`config.mk`:
```
export PLATFORM = sky130hd
export DESIGN_NAME = if_stage_flat
export DESIGN_NICKNAME = d
export VERILOG_FILES = /design/src/rtl/if_stage_pkg.sv /design/src/rtl/if_stage_if.sv /design/src/rtl/if_stage_fetch_queue.sv /design/src/rtl/if_stage.sv /design/src/flat_wrapper.sv
export SDC_FILE = /design/constraint.sdc
export NUM_CORES = 1
export LEC_CHECK = 0
export CORE_AREA = 5 5 146 148
export CTS_CLUSTER_SIZE = 40
export DETAILED_ROUTE_END_ITERATION = 10
export DIE_AREA = 0 0 151 153
export SLEW_MARGIN = 20
export SYNTH_ARGS = -nofsm -noshare
export SYNTH_HDL_FRONTEND = slang
export SYNTH_SLANG_ARGS = --single-unit
export TNS_END_PERCENT = 30
```
`constraint.sdc`:
```
create_clock -name clk -period 5.6 [get_ports clk]
set_clock_uncertainty 0.2 [all_clocks]
set_input_delay 1.12 -clock clk [delete_from_list [all_inputs] [get_ports clk]]
set_output_delay 1.12 -clock clk [all_outputs]
set_load 0.02 [all_outputs]
```
`src/rtl/if_stage_pkg.sv`:
```
// if_stage_pkg: shared definitions for the instruction-fetch stage.
// Holds the PC/instruction widths, the NOP word, the fetch FSM state
// encoding, the fetch-queue entry layout and the branch-target helper.
package if_stage_pkg;

  localparam int PC_W    = 16;
  localparam int INSTR_W = 16;

  localparam logic [INSTR_W-1:0] NOP = 16'h0000;

  localparam logic [1:0] ST_FETCH = 2'd0;
  localparam logic [1:0] ST_WAIT  = 2'd1;
  localparam logic [1:0] ST_DROP  = 2'd2;

  typedef struct packed {
    logic [PC_W-1:0]    pc;
    logic [INSTR_W-1:0] instr;
  } fetch_entry_t;

  // Target = pc + 1 + sign-extended 6-bit offset, wrapping at 16 bits.
  function automatic logic [PC_W-1:0] branch_target(input logic [PC_W-1:0] pc,
                                                    input logic [5:0]      off);
    return pc + 16'd1 + {{(PC_W-6){off[5]}}, off};
  endfunction

endpackage

```
`src/rtl/if_stage_if.sv`:
```
// if_stage_if: instruction-memory read channel.
//   req    - read request (master -> slave)
//   addr   - word address of the request (master -> slave)
//   gnt    - request accepted this cycle (slave -> master)
//   rvalid - read data valid, at least one cycle after gnt (slave -> master)
//   rdata  - instruction word (slave -> master)
interface if_stage_if;
  import if_stage_pkg::*;

  logic               req;
  logic [PC_W-1:0]    addr;
  logic               gnt;
  logic               rvalid;
  logic [INSTR_W-1:0] rdata;

  modport master (output req, addr, input gnt, rvalid, rdata);
  modport slave  (input req, addr, output gnt, rvalid, rdata);

endinterface

```
`src/rtl/if_stage_fetch_queue.sv`:
```
// fetch_queue: two-entry FIFO of {pc, instr} between fetch and decode.
//   clk, rst  - clock, synchronous active-high reset
//   push      - write push_data at the tail
//   pop       - drop the head entry
//   flush     - empty the queue (wins over push/pop)
//   push_data - entry to write
//   head      - current head entry (only meaningful when count != 0)
//   count     - number of valid entries (0..2)
module fetch_queue
  import if_stage_pkg::*;
(
  input  logic         clk,
  input  logic         rst,
  input  logic         push,
  input  logic         pop,
  input  logic         flush,
  input  fetch_entry_t push_data,
  output fetch_entry_t head,
  output logic [1:0]   count
);

  fetch_entry_t mem [2];
  logic         wr_ptr;
  logic         rd_ptr;
  logic         do_push;
  logic         do_pop;

  assign do_pop  = pop && (count != 2'd0);
  // A full queue still accepts a push when the head leaves the same cycle.
  assign do_push = push && ((count != 2'd2) || do_pop);
  assign head    = mem[rd_ptr];

  always_ff @(posedge clk) begin
    if (rst || flush) begin
      wr_ptr <= 1'b0;
      rd_ptr <= 1'b0;
      count  <= 2'd0;
    end else begin
      if (do_push) begin
        mem[wr_ptr] <= push_data;
        wr_ptr      <= ~wr_ptr;
      end
      if (do_pop) begin
        rd_ptr <= ~rd_ptr;
      end
      case ({do_push, do_pop})
        2'b10:   count <= count + 2'd1;
        2'b01:   count <= count - 2'd1;
        default: count <= count;
      endcase
    end
  end

endmodule

```
`src/rtl/if_stage.sv`:
```
// if_stage: instruction-fetch stage with a single-outstanding memory port
// and a two-entry fetch queue feeding decode.
//   clk, rst               - clock, synchronous active-high reset
//   imem                   - instruction-memory read channel (master side)
//   instruction_decode_en  - decode stall, 1 = decode holds its instruction
//   branch_taken           - decode resolved a taken branch on the presented word
//   branch_offset_imm      - signed 6-bit branch offset
//   instruction            - presented instruction, NOP when not valid
//   instruction_pc         - address of the presented instruction
//   if_valid               - instruction holds a real fetched word
//
// state | meaning
// ------+-------------------------------------------------------------
// FETCH | no request outstanding; issue one when the queue has room
// WAIT  | request granted, waiting for rvalid to push the response
// DROP  | request granted but a branch flushed it; discard its response
module if_stage
  import if_stage_pkg::*;
#(
  parameter logic [PC_W-1:0] RESET_PC = 16'h0000,
  parameter int              FQ_DEPTH = 2
) (
  input  logic               clk,
  input  logic               rst,
  if_stage_if.master         imem,
  input  logic               instruction_decode_en,
  input  logic               branch_taken,
  input  logic [5:0]         branch_offset_imm,
  output logic [INSTR_W-1:0] instruction,
  output logic [PC_W-1:0]    instruction_pc,
  output logic               if_valid
);

  localparam logic [1:0] FQ_MAX = 2'(FQ_DEPTH);

  logic [1:0]      state;
  logic [PC_W-1:0] fetch_pc;
  logic [PC_W-1:0] req_pc;
  logic [1:0]      count;
  logic [1:0]      occupancy;
  logic            outstanding;
  logic            branch_acc;
  logic            pop;
  logic            push;
  logic            grant;
  fetch_entry_t    head;
  fetch_entry_t    push_data;

  assign if_valid       = (count != 2'd0) && !rst;
  assign instruction    = if_valid ? head.instr : NOP;
  assign instruction_pc = if_valid ? head.pc : '0;

  assign pop        = if_valid && !instruction_decode_en;
  assign branch_acc = branch_taken && pop;

  // WAIT and DROP both hold a slot for the in-flight response.
  assign outstanding = (state != ST_FETCH);
  assign occupancy   = count + {1'b0, outstanding};

  assign imem.req  = (state == ST_FETCH) && !rst && (occupancy < FQ_MAX) && !branch_acc;
  assign imem.addr = fetch_pc;
  assign grant     = imem.req && imem.gnt;

  // A response coinciding with an accepted branch belongs to the old path.
  assign push      = (state == ST_WAIT) && imem.rvalid && !branch_acc;
  assign push_data = '{pc: req_pc, instr: imem.rdata};

  fetch_queue u_fetch_queue (
    .clk       (clk),
    .rst       (rst),
    .push      (push),
    .pop       (pop),
    .flush     (branch_acc),
    .push_data (push_data),
    .head      (head),
    .count     (count)
  );

  always_ff @(posedge clk) begin
    if (rst) begin
      state    <= ST_FETCH;
      fetch_pc <= RESET_PC;
      req_pc   <= RESET_PC;
    end else begin
      if (branch_acc) begin
        fetch_pc <= branch_target(instruction_pc, branch_offset_imm);
      end else if (grant) begin
        fetch_pc <= fetch_pc + 16'd1;
      end
      if (grant) begin
        req_pc <= fetch_pc;
      end
      case (state)
        ST_FETCH: if (grant) state <= ST_WAIT;
        ST_WAIT: begin
          if (imem.rvalid)     state <= ST_FETCH;
          else if (branch_acc) state <= ST_DROP;
        end
        ST_DROP:  if (imem.rvalid) state <= ST_FETCH;
        default:  state <= ST_FETCH;
      endcase
    end
  end

endmodule

```
`src/flat_wrapper.sv`:
```
// flat-port wrapper written by rule: the top's interface ports become plain ports
module if_stage_flat import if_stage_pkg::*;
#(
  parameter logic [PC_W-1:0] RESET_PC = 16'h0000,
  parameter int              FQ_DEPTH = 2
)
  (clk, rst, instruction_decode_en, branch_taken, branch_offset_imm, instruction, instruction_pc, if_valid, imem_req, imem_addr, imem_gnt, imem_rvalid, imem_rdata);
  if_stage_if imem_i ();
  input  logic clk;
  input  logic rst;
  input  logic instruction_decode_en;
  input  logic branch_taken;
  input  logic [5:0] branch_offset_imm;
  output logic [INSTR_W-1:0] instruction;
  output logic [PC_W-1:0] instruction_pc;
  output logic if_valid;
  output wire logic [$bits(imem_i.req)-1:0] imem_req;
  output wire logic [$bits(imem_i.addr)-1:0] imem_addr;
  input wire logic [$bits(imem_i.gnt)-1:0] imem_gnt;
  input wire logic [$bits(imem_i.rvalid)-1:0] imem_rvalid;
  input wire logic [$bits(imem_i.rdata)-1:0] imem_rdata;
  assign imem_req = imem_i.req;
  assign imem_addr = imem_i.addr;
  assign imem_i.gnt = imem_gnt;
  assign imem_i.rvalid = imem_rvalid;
  assign imem_i.rdata = imem_rdata;
  if_stage #(.RESET_PC(RESET_PC), .FQ_DEPTH(FQ_DEPTH)) u_core (.clk(clk), .rst(rst), .imem(imem_i), .instruction_decode_en(instruction_decode_en), .branch_taken(branch_taken), .branch_offset_imm(branch_offset_imm), .instruction(instruction), .instruction_pc(instruction_pc), .if_valid(if_valid));
endmodule
```
Yosys cells after proc, flatten, opt, wreduce, memory -nomap -nowiden
Memory sizes are Yosys's and may differ from the RTL's. A register that Yosys moved wholly into a read port is not among the register bits.
Index checks and enable logic that the tools add are counted.
{"block": "totals", "memories": 1, "mem_bits_rw": 64, "elab_cells": 61, "in_bits": 28, "out_inout_bits": 50, "reg_bits": 38}
{"name": "u_core.u_fetch_queue.mem", "words": 2, "width": 32, "read_ports": 1, "rd_ports_with_merged_regs": 1, "wr": 1, "line": "if_stage_fetch_queue.sv:22", "text": "fetch_entry_t mem [2];"}
{"block": "op_classes", "order_cmp": 1, "eq_ne": 8, "n_reduce_logical": 22, "bitwise_logic": 2, "addsub": 6, "n_mux": 15}
{"operator": "16-bit two-way mux", "n": 4}
{"operator": "16-bit by 1-bit adder with 16-bit output (second input constant)", "n": 2}
{"operator": "16-bit adder", "n": 1}
{"operator": "1-bit logical AND", "n": 11}
{"operator": "2-bit two-way mux", "n": 4}
{"operator": "2-bit nonzero test", "n": 4}
{"operator": "2-bit case mux with 3 select lines", "n": 1}
{"operator": "1-bit two-way mux", "n": 5}
{"operator": "2-bit by 1-bit == test with 1-bit output (second input constant)", "n": 2}
{"operator": "2-bit == test (second input constant)", "n": 2}
{"operator": "2-bit inequality test (second input constant)", "n": 2}
{"operator": "2-bit case mux with 2 select lines", "n": 1}
{"operator": "1-bit logical NOT", "n": 3}
{"operator": "3-bit by 2-bit inequality test with 1-bit output (second input constant)", "n": 1}
{"operator": "3-bit AND reduction", "n": 1}
{"operator": "2-bit by 1-bit adder with 2-bit output", "n": 1}
{"operator": "2-bit by 1-bit adder with 2-bit output (second input constant)", "n": 1}
{"operator": "2-bit logical NOT", "n": 1}
{"operator": "1-bit logical OR", "n": 2}
{"operator": "2-bit < comparator (second input constant)", "n": 1}
{"operator": "2-bit by 1-bit inequality test with 1-bit output (second input constant)", "n": 1}
{"operator": "1-bit inverter", "n": 2}
{"operator": "2-bit by 1-bit subtractor with 2-bit output (second input constant)", "n": 1}

Logic depth before layout (Yosys ltp)
Gate-level depths: netlist of run 1.
{"block": "logic_depth", "depth_word": 10, "ltp_mapped": 13}

Modules after synthesis
Synthesis of run 1 repeated with hierarchy kept, for this count alone.
{"block": "unflattened", "hier_cells": 437, "hier_area_um2": 5089.9}
{"mod": "fetch_queue", "n_inst": 1, "seq_area_each_um2": 2021.9, "cells_per_inst": 127, "area_each_um2": 2546.2}
{"mod": "if_stage", "n_inst": 1, "seq_area_each_um2": 680.7, "cells_per_inst": 310, "area_each_um2": 2543.7}

Worst setup path after synthesis of run 1
Ideal clock, no wire load.
{"block": "synth_timing", "path_type": "input port to flip-flop", "start": "input port rst", "end": "memory u_core.u_fetch_queue.mem[0][0] (netlist bit), enable pin", "setup_slack_ns": 0.704, "setup_ns": 0.461, "required_ns": 4.939, "arrival_ns": 4.234, "cell_stages": 5, "cell_sequence": "clkbuf_1 nor3_1 or2_2 clkbuf_1 nor3_1"}
{"block": "synth_via", "elab_chain_cells": 10, "word_cells_on_any_way": 13, "classes_between": "mux (3); reduce/logical (10)"}
{"item": "start: declaration", "line": "flat_wrapper.sv:10", "text": "input logic rst;"}
{"item": "1-bit logical NOT", "line": "if_stage.sv:49", "text": "assign if_valid = (count != 2'd0) && !rst;"}
{"item": "1-bit logical AND", "line": "if_stage.sv:49"}
{"item": "1-bit logical AND", "line": "if_stage.sv:53", "text": "assign pop = if_valid && !instruction_decode_en;"}
{"item": "1-bit logical AND", "line": "if_stage.sv:54", "text": "assign branch_acc = branch_taken && pop;"}
{"item": "1-bit logical NOT", "line": "if_stage.sv:65", "text": "assign push = (state == ST_WAIT) && imem.rvalid && !branch_acc;"}
{"item": "1-bit logical AND", "line": "if_stage.sv:65"}
{"item": "1-bit logical AND", "line": "if_stage_fetch_queue.sv:30", "text": "assign do_push = push && ((count != 2'd2) || do_pop);"}
{"item": "1-bit two-way mux", "line": "if_stage_fetch_queue.sv:39", "text": "if (do_push) begin"}
{"item": "1-bit two-way mux *", "line": "if_stage_fetch_queue.sv:34", "text": "if (rst || flush) begin"}
{"item": "1-bit two-way mux (implied by the code) *", "line": "if_stage_fetch_queue.sv:40", "text": "mem[wr_ptr] <= push_data;"}
{"item": "end: declaration", "line": "if_stage_fetch_queue.sv:22"}
Every way passes the cells marked *; elsewhere a longest branch is shown, timed or not.

Worst setup path in the final report of run 1
{"block": "layout_timing", "start": "input port instruction_decode_en", "end": "output port imem_req"}
{"block": "layout_via", "elab_chain_cells": 5}
{"item": "start: declaration", "line": "flat_wrapper.sv:11", "text": "input logic instruction_decode_en;"}
{"item": "1-bit logical NOT", "line": "if_stage.sv:53"}
{"item": "1-bit logical AND", "line": "if_stage.sv:53"}
{"item": "1-bit logical AND", "line": "if_stage.sv:54"}
{"item": "1-bit logical NOT", "line": "if_stage.sv:60", "text": "assign imem.req = (state == ST_FETCH) && !rst && (occupancy < FQ_MAX) && !branch_acc;"}
{"item": "1-bit logical AND", "line": "if_stage.sv:60"}
{"item": "end: declaration", "line": "flat_wrapper.sv:17", "text": "output wire logic [$bits(imem_i.req)-1:0] imem_req;"}
No other way between the ends.

==> results of run 1 <==
==> placed cells by master, fill, tap and decap left out, drive strengths merged, types with 2 or more instances in the layout <==
cell type	Yosys	layout
and4	2	2
mux2i	46	46
clkbuf	11	11
clkdlybuf4s50	0	77
ha	16	16
xor2	14	14
o21ai	10	10
o211ai	2	2
clkinv	0	3
nor3b	3	3
bufinv	0	2
o2111ai	2	2
nor3	11	11
buf	6	6
a21oi	17	17
inv	8	8
nand2	27	27
nand3b	2	2
dfxtp	39	39
nand3	5	5
xnor2	14	14
nor2b	3	3
mux2	2	2
o221ai	2	2
a211oi	12	12
o31ai	2	2
o22ai	6	6
or3	3	3
a21o	3	3
nor2	69	69
o21bai	2	2
and2	2	2
nand2b	4	4
edfxtp	64	64
nor4	3	3
nand4	8	8
==> power breakdown <==
part / internal [mW] / total [mW] / switching (mW)
logic: 0.0540 / 0.120 / 0.0657
clock network: 0.388 / 0.643 / 0.255
registers: 0.808 / 0.816 / 0.00716
==> routing by layer <==
metal	routed length [um]	global-route usage	share of wire	vias up
met3	916	0.03850	0.072	11
li1	-	-	-	1717
met2	5868	0.1791	0.46	113
met5	0	0	0	-
met1	5784	0.1538	0.46	1697
met4	104	0.01900	0.0082	0
==> flip-flops by register name, summed over array words and instances (netlist names), named ones only <==
signal	cells
u_core.u_fetch_queue.mem	64
u_core.u_fetch_queue.count	2
u_core.imem.addr	16
u_core.req_pc	16
u_core.state	2
u_core.u_fetch_queue.wr_ptr	1
u_core.u_fetch_queue.rd_ptr	1
==> kinds of logic after synthesis <==
group,Yosys count,synth area share
buffers and inverters,25,0.02237
flip-flops,103,0.5554
adder cells (fa/ha/maj),17,0.04526
AO/OA/AOI/OAI,62,0.08486
XOR/XNOR,28,0.05040
AND/OR/NAND/NOR,145,0.1425
multiplexers,48,0.09925
==> final cells by class <==
cell class,instances,area share
Clock inverter,5,0.01159
Timing Repair Buffer,83,0.1303
Sequential cell,103,0.4319
Multi-Input combinational cell,300,0.3303
Clock buffer,11,0.03717
Inverter,8,0.004796
Tap cell,270,0.05396
==> synthesized netlist by cell type, types with 3 or more instances <==
library cell / n / area share
a211oi_1: 12 / 0.019
a21o_1: 3 / 0.0046
a21oi_1: 17 / 0.017
buf_2: 3 / 0.0031
buf_4: 3 / 0.0046
clkbuf_1: 11 / 0.0085
dfxtp_1: 39 / 0.16
edfxtp_1: 64 / 0.39
ha_1: 16 / 0.041
inv_1: 8 / 0.0062
mux2i_1: 46 / 0.095
nand2_1: 27 / 0.021
nand2b_1: 4 / 0.0051
nand3_1: 5 / 0.0051
nand4_1: 8 / 0.010
nor2_1: 69 / 0.053
nor2b_1: 3 / 0.0039
nor3_1: 11 / 0.011
o21ai_0: 10 / 0.010
o22ai_1: 6 / 0.0077
or3_1: 3 / 0.0039
xnor2_1: 14 / 0.025
xor2_1: 14 / 0.025
==> worst max-delay path, stage by stage <==
cell and delay (ns):
clkdlybuf4s50_1 0.59, nand2b_1 0.30, nor2_1 0.16, nor2b_1 0.19, clkdlybuf4s50_1 0.66
==> final timing paths <==
check	from	endpoint	cells past startpoint
worst max-delay path	instruction_decode_en	imem_req	5
worst max register to register	u_core.u_fetch_queue.count[1]$_SDFFE_PP0P_	u_core.imem.addr[12]$_SDFFE_PP0P_	10
worst min-delay path	u_core.req_pc[9]$_SDFFE_PP0P_	u_core.u_fetch_queue.mem[0][25]$_DFFE_PP_	0
worst min register to register	u_core.req_pc[9]$_SDFFE_PP0P_	u_core.u_fetch_queue.mem[0][25]$_DFFE_PP_	0
==> per-stage QoR <==
step / std cells / hold slack [ns] / total power, mW
final: 780 / 0.2613 / 1.579
after global routing: 780 / 0.2668 / 1.641
after CTS: 780 / 0.2568 / 1.599
after detailed placement: 764 / 0.2421 / 0.9527
after global placement: 764 / 0.2326 / 0.9503
after floorplan: 428 / 0.2249 / 0.8966
==> flow_metrics.env, run 1 <==
export IMPL_status="complete, no violations"
export IMPL_synth_edf_count=64
export IMPL_grt_overflow=0
export IMPL_fin_crit_ns=4.339
export IMPL_drt_pass1_iterations=4
export IMPL_grt_pass1_wl_um=20240
export IMPL_clk_pin_slew_ns=0.06
export IMPL_syn_area_um2=4866
export IMPL_die_h_um=153
export IMPL_gr_usage_all_layers=0.1136
export IMPL_viasPerCell=4.536
export IMPL_cts_resized=0
export IMPL_p_leak_nw=2.112
export IMPL_cts_made_buffers=9
export IMPL_post_place_ws_ns=1.253
export IMPL_criticalPathCategory="in -> out"
export IMPL_cp_arrival_ns=3.02
export IMPL_post_cts_setup_buffer_count=0
export IMPL_required_ns=4.28
export IMPL_crit_fanout=8
export IMPL_reg2reg_slack_ns=2.34
export IMPL_coreArea_um2=19910
export IMPL_fillCellCount=2030
export IMPL_io_buffers=77
export IMPL_powerDensity_nw_per_um2=252.1
export IMPL_cts_buffer_depth=2
export IMPL_synth_yosys_seq_area_share=0.5554
export IMPL_insertion_delay_ns=0.35
export IMPL_maxCapViolCount=0
export IMPL_drc=0
export IMPL_antenna_left=0
export IMPL_first_global_vias=3532
export IMPL_yosysUniqueCellTypes=46
export IMPL_num_rows=52
export IMPL_cts_sinks=103
export IMPL_hpwlAfterDp_um=9195
export IMPL_initial_core_util=0.2444
export IMPL_end_kind="primary output"
export IMPL_diodes=0
export IMPL_final_setup_worst_slack_ns=1.261
export IMPL_postLayoutCellArea_um2=6261
export IMPL_syn_num_nets=473
export IMPL_fin_util=0.3145
export IMPL_slew_viol_final=0
export IMPL_ff_latch_area_um2=2704
export IMPL_grt_max_degree=34
export IMPL_min_period_over_period=0.7748
export IMPL_setup_violations=0
export IMPL_synth_ff_type="edfxtp_1"
export IMPL_slew_headroom=0.3512
export IMPL_rsz0062_at_grt="false"
export IMPL_avgSynthCellArea_um2=11.37
export IMPL_vias=3538
export IMPL_multi_input_area_um2=2068
export IMPL_ys_seq_elements=103
export IMPL_async_flop_share=0
export IMPL_gp_congestion=0.8424
export IMPL_placed_area_um2=5956
export IMPL_first_iter_violations=201
export IMPL_drive_gt1_frac=0.06078
export IMPL_cts_root_buf="clkbuf_16"
export IMPL_max_freq_mhz=230.5
export IMPL_synthCells=428
export IMPL_wirelength_um=12670
export IMPL_ys_warnings_count=0
export IMPL_cts_tree="done"
export IMPL_dieArea_um2=23100
export IMPL_critical_path_startpoint_type="input port"
export IMPL_antenna_found_initial=0
export IMPL_tightest_slew_ns=0.9704
export IMPL_fp_dieW_um=151
export IMPL_finalHoldViolations=0
export IMPL_fin_tns_setup_ns=0
export IMPL_cts_hold_buf=0
export IMPL_syn2layout_area_growth_pct=28.67
export IMPL_hold_path_class="reg -> reg"
export IMPL_fin_nets=550
export IMPL_wl_per_cell_um=16.25
export IMPL_io_pin_count=78
export IMPL_h_tree_depth=3
export IMPL_ir_drop_mv=0.1535
Note: power is estimated with default switching activity, not from simulation.
==> inputs of run 2 (changes only) <==
clock period = 4.15 ns   (was 5.6 ns; I/O delays follow)
==> run 2 against run 1 <==
  * Sequential share of layout area rose by 0.15 points
  * Routed wire length fell by 0.88%
  * Final cell count rose by 0.26%
  * Critical path depth did not move
  * Sequential power rose by 35%
  * Largest power group unchanged
  * Highest routed layer unchanged
==> flow_metrics.env, run 2 (synthesis results as in run 1) <==
export IMPL_cts_made_buffers=9
export IMPL_powerDensity_nw_per_um2=325.9
export IMPL_antenna_found_initial=0
export IMPL_gp_congestion=0.8247
export IMPL_syn2layout_area_growth_pct=28.23
export IMPL_total_power_mw=2.034
export IMPL_crit_fanout=8
export IMPL_p_int_mw=1.584
export IMPL_first_iter_violations=165
export IMPL_ir_drop_mv=0.1987
export IMPL_cts_resized=0
export IMPL_critical_path_startpoint_type="input port"
export IMPL_p_leak_nw=2.105
export IMPL_grt_pass1_wl_um=19530
export IMPL_coreArea_um2=19910
export IMPL_grt_max_degree=34
export IMPL_criticalPathCategory="in -> out"
export IMPL_cp_arrival_ns=2.78
export IMPL_reg2reg_slack_ns=1.07
export IMPL_seq_power_share=0.541
export IMPL_use_met2=0.1799
export IMPL_wl_per_cell_um=16.07
export IMPL_layout_common_cells="77 x clkdlybuf4s50_1, 69 x nor2_1, 64 x edfxtp_1"
export IMPL_required_ns=3.12
export IMPL_p_comb_frac=0.080
export IMPL_cts_tree="done"
export IMPL_post_cts_setup_buffer_count=0
export IMPL_io_buffers=77
export IMPL_grt_overflow=0
export IMPL_pwr_share_clk=0.380
export IMPL_multi_input_area_um2=2068
export IMPL_max_freq_mhz=262.8
export IMPL_use_met3=0.03317
export IMPL_maxCapViolCount=0
export IMPL_layout_commonest_cell="clkdlybuf4s50_1"
export IMPL_first_global_vias=3555
export IMPL_busiest_layer="met2"
export IMPL_largest_reg_flops=64
export IMPL_drc=0
export IMPL_tightest_slew_ns=1.067
export IMPL_hold_path_class="reg -> reg"
export IMPL_fin_crit_ns=3.806
export IMPL_cts_sinks=103
export IMPL_hpwlAfterDp_um=8977
export IMPL_clk_pin_slew_ns=0.06
export IMPL_vias=3533
export IMPL_min_period_over_period=0.9170
export IMPL_ff_latch_area_um2=2704
export IMPL_drt_pass1_iterations=5
export IMPL_p_sw_frac=0.2209
export IMPL_viasPerCell=4.518
export IMPL_initial_core_util=0.2444
export IMPL_slew_viol_final=0
export IMPL_cts_buffer_depth=2
export IMPL_drive_gt1_frac=0.06641
export IMPL_fin_hold_ws_ns=0.2606
export IMPL_met1_usage=0.1399
export IMPL_wirelength_um=12560
export IMPL_status="complete, no violations"
export IMPL_h_tree_depth=3
export IMPL_dieArea_um2=23100
export IMPL_cts_root_buf="clkbuf_16"
export IMPL_insertion_delay_ns=0.34
export IMPL_gr_usage_all_layers=0.1095
export IMPL_regMostFlops="u_core.u_fetch_queue.mem"
export IMPL_end_kind="primary output"
export IMPL_num_rows=52
export IMPL_fin_util=0.3134
export IMPL_rsz0062_at_grt="false"
export IMPL_fin_nets=552
export IMPL_diodes=0
export IMPL_slew_headroom=0.2869
export IMPL_antenna_left=0
export IMPL_cts_hold_buf=0
export IMPL_io_pin_count=78
export IMPL_setup_violations=0
export IMPL_fillCellCount=2059
export IMPL_die_h_um=153
export IMPL_finalHoldViolations=0
export IMPL_fp_dieW_um=151
export IMPL_power_switching_uw=449.3
run 2: power by group through the flow:
| stage | registers [mW] | clock network (mW) | logic (mW) |
|---|---|---|---|
| final | 1.10 | 0.772 | 0.162 |
| after detailed placement | 1.12 | 0 | 0.161 |
| after CTS | 1.10 | 0.800 | 0.162 |
| after global placement | 1.12 | 0 | 0.159 |
| after global routing | 1.10 | 0.841 | 0.176 |
| after floorplan | 1.12 | 0 | 0.0864 |
run 2: final timing paths:
path,start,endpoint,depth (start not counted)
worst min-delay path,u_core.req_pc[8]$_SDFFE_PP0P_,u_core.u_fetch_queue.mem[1][24]$_DFFE_PP_,0
worst max-delay path,instruction_decode_en,imem_req,5
worst max register to register,register,u_core.imem.addr[15]$_SDFFE_PP0P_,9
worst min register to register,u_core.req_pc[8]$_SDFFE_PP0P_,u_core.u_fetch_queue.mem[1][24]$_DFFE_PP_,0
run 2: final cells by class:
type,instances,share of cell area
clock inverters,4,0.003609
inverters,8,0.004813
multi-input cells,300,0.3315
clock buffers,12,0.03950
well taps,270,0.05414
repair buffers,85,0.1331
flip-flops and latches,103,0.4333
run 2: per-layer routing:
layer / wire length [um] / vias up
li1: - / 1718
met1: 5605 / 1694
met2: 5935 / 106
met3: 867 / 15
met4: 155 / 0
met5: 0 / -
run 2: stage by stage:
stage	instance area, um^2	cells	TNS [ns]	setup slack, ns
2_1_floorplan	4866	428	-29.15	-0.4555
3_3_place_gp	5971	766	0	0.3848
3_5_place_dp	5971	766	0	0.3866
4_1_cts	6240	782	0	0.3685
5_1_grt	6240	782	0	0.2362
6_report	6240	782	0	0.3443
run 2: worst max-delay path, cell delays in order:
cell	delay, ns
clkdlybuf4s50_1	0.60
nand2b_1	0.31
nor2_1	0.17
nor2b_1	0.22
clkdlybuf4s50_1	0.64
==> inputs of run 3 (changes only) <==
--- a/constraint.sdc
+++ b/constraint.sdc
@@ -3,3 +3,3 @@
 set_input_delay 0.83 -clock clk [delete_from_list [all_inputs] [get_ports clk]]
 set_output_delay 0.83 -clock clk [all_outputs]
-set_load 0.02 [all_outputs]
+set_load 0.1 [all_outputs]
==> run 3 against run 2 <==
  * Hold slack lost 0.0027 ns
  * Sequential share of layout area shrank 3.2 points
  * Die area is the same
  * Via count shrank 0.74%
==> flow_metrics.env, run 3 (synthesis results as in run 1) <==
export IMPL_postLayoutCellArea_um2=6730
export IMPL_gr_usage_all_layers=0.1082
export IMPL_antenna_found_initial=0
export IMPL_fin_nets=554
export IMPL_critPathMaxStageDelay_ns=0.42
export IMPL_layout_commonest_cell="edfxtp_1"
export IMPL_status="complete, no violations"
export IMPL_initial_core_util=0.2444
export IMPL_cts_made_buffers=9
export IMPL_hold_start="u_core.req_pc[5]$_SDFFE_PP0P_"
export IMPL_slew_headroom=0.3139
export IMPL_required_ns=4.17
export IMPL_ir_drop_mv=0.2268
export IMPL_vias=3507
export IMPL_antenna_left=0
export IMPL_dp_cells=768
export IMPL_coreArea_um2=19910
export IMPL_first_global_vias=3521
export IMPL_dieArea_um2=23100
export IMPL_slew_viol_final=0
export IMPL_cts_resized=0
export IMPL_highest_layer="met4"
export IMPL_h_tree_depth=3
export IMPL_wl_met1_um=5743
export IMPL_viasPerCell=4.473
export IMPL_placed_area_um2=6392
export IMPL_end_kind="register"
export IMPL_syn2layout_area_growth_pct=38.31
export IMPL_grt_pass1_wl_um=19530
export IMPL_tightest_slew_ns=1.026
export IMPL_gp_congestion=0.8221
export IMPL_dr_wl_met2_um=5756
export IMPL_post_cts_setup_buffer_count=0
export IMPL_crit_start="rst"
export IMPL_powerDensity_nw_per_um2=338.6
export IMPL_insertion_delay_ns=0.35
export IMPL_slowest_stage="clkdlybuf4s50_1"
export IMPL_p_leak_nw=2.308
export IMPL_hold_path_class="reg -> reg"
export IMPL_cts_tree="done"
export IMPL_cts_hold_buf=0
export IMPL_critPathTopFamily="compound AO/OA/AOI/OAI gates"
export IMPL_grt_max_degree=34
export IMPL_crit_buf_inv=2
export IMPL_first_iter_violations=190
export IMPL_crit_fanout=6
export IMPL_total_power_mw=2.279
export IMPL_fin_tns_setup_ns=0
export IMPL_wl_per_cell_um=15.85
export IMPL_clk_pin_slew_ns=0.07
export IMPL_die_h_um=153
export IMPL_io_pin_count=78
export IMPL_rsz0062_at_grt="false"
export IMPL_largest_reg_flops=64
export IMPL_hpwlAfterDp_um=9185
export IMPL_num_rows=52
export IMPL_criticalPathCategory="in -> reg"
export IMPL_layout_common_cells="64 x edfxtp_1, 60 x nor2_1, 46 x mux2i_1"
export IMPL_fp_dieW_um=151
export IMPL_cts_root_buf="clkbuf_16"
export IMPL_cp_cell_sequence="clkdlybuf4s50_1, o21bai_4, clkinvlp_4, nand2_1, ha_1, fa_1, nand2b_1, a21oi_1, a211oi_1, o21ai_0, xnor2_1, o22ai_1"
export IMPL_max_freq_mhz=283.6
export IMPL_fin_crit_ns=3.526
export IMPL_wl_met3_um=760
export IMPL_diodes=0
export IMPL_drt_pass1_iterations=6
export IMPL_finalHoldViolations=0
export IMPL_cts_buffer_depth=2
export IMPL_cts_sinks=103
export IMPL_critical_path_startpoint_type="input port"
export IMPL_final_setup_worst_slack_ns=0.6244
export IMPL_drc=0
export IMPL_grt_overflow=0
export IMPL_post_place_ws_ns=0.2679
export IMPL_min_period_over_period=0.8495
export IMPL_wirelength_um=12430
export IMPL_regMostFlops="u_core.u_fetch_queue.mem"
export IMPL_io_buffers=77
export IMPL_setup_violations=0
export IMPL_maxCapViolCount=0
export IMPL_fin_cells=784
export IMPL_drive_gt1_frac=0.1712
export IMPL_cp_arrival_ns=3.55
run 3: changes by cell type in the layout (fill, tap and decap cells not counted), moves of 2 or more:
cell | previous run | this run
bufinv_16 | 0 | 3
buf_4 | 8 | 10
nor2_2 | 0 | 9
clkinvlp_4 | 0 | 2
inv_1 | 8 | 6
buf_12 | 0 | 34
clkdlybuf4s50_1 | 77 | 43
nor2_1 | 69 | 60
run 3: final cells by class:
cell class,count,area (um^2)
sequential,103,2704
tap,270,337.8
clock inverter,6,108.9
timing repair buffer,87,1186
clock buffer,10,229.0
multi-input combinational,300,2127
inverter,8,37.54
fill,1984,13180
run 3: routing by layer:
| metal | GRT usage | vias up |
|---|---|---|
| met1 | 0.1448 | 1667 |
| met3 | 0.02754 | 16 |
| met2 | 0.1742 | 94 |
| met4 | 0.02807 | 0 |
| met5 | 0 | - |
| li1 | - | 1730 |
run 3: stage by stage:
step | utilization | hold WS [ns]
after global placement | 0.3211 | 0.2292
after detailed placement | 0.3211 | 0.2430
after floorplan | - | 0.2249
final | 0.3380 | 0.2578
after CTS | 0.3380 | 0.2588
after global routing | 0.3380 | 0.2698
run 3: worst paths after layout:
kind / to / slack (ns) / cells past startpoint
hold reg to reg: u_core.u_fetch_queue.mem[1][21]$_DFFE_PP_ / 0.26 / 0
hold / removal: u_core.u_fetch_queue.mem[1][21]$_DFFE_PP_ / 0.26 / 0
setup reg to reg: u_core.imem.addr[15]$_SDFFE_PP0P_ / 0.90 / 10
setup / recovery: u_core.imem.addr[12]$_SDFFE_PP0P_ / 0.62 / 12
run 3: power by group:
part / internal [mW] / leakage (nW) / total (mW) / switching (mW)
Sequential: 1.09 / 0.922 / 1.10 / 0.00986
Clock: 0.590 / 0.167 / 0.957 / 0.367
Combinational: 0.0844 / 1.22 / 0.221 / 0.137
Total: 1.76 / 2.31 / 2.28 / 0.514
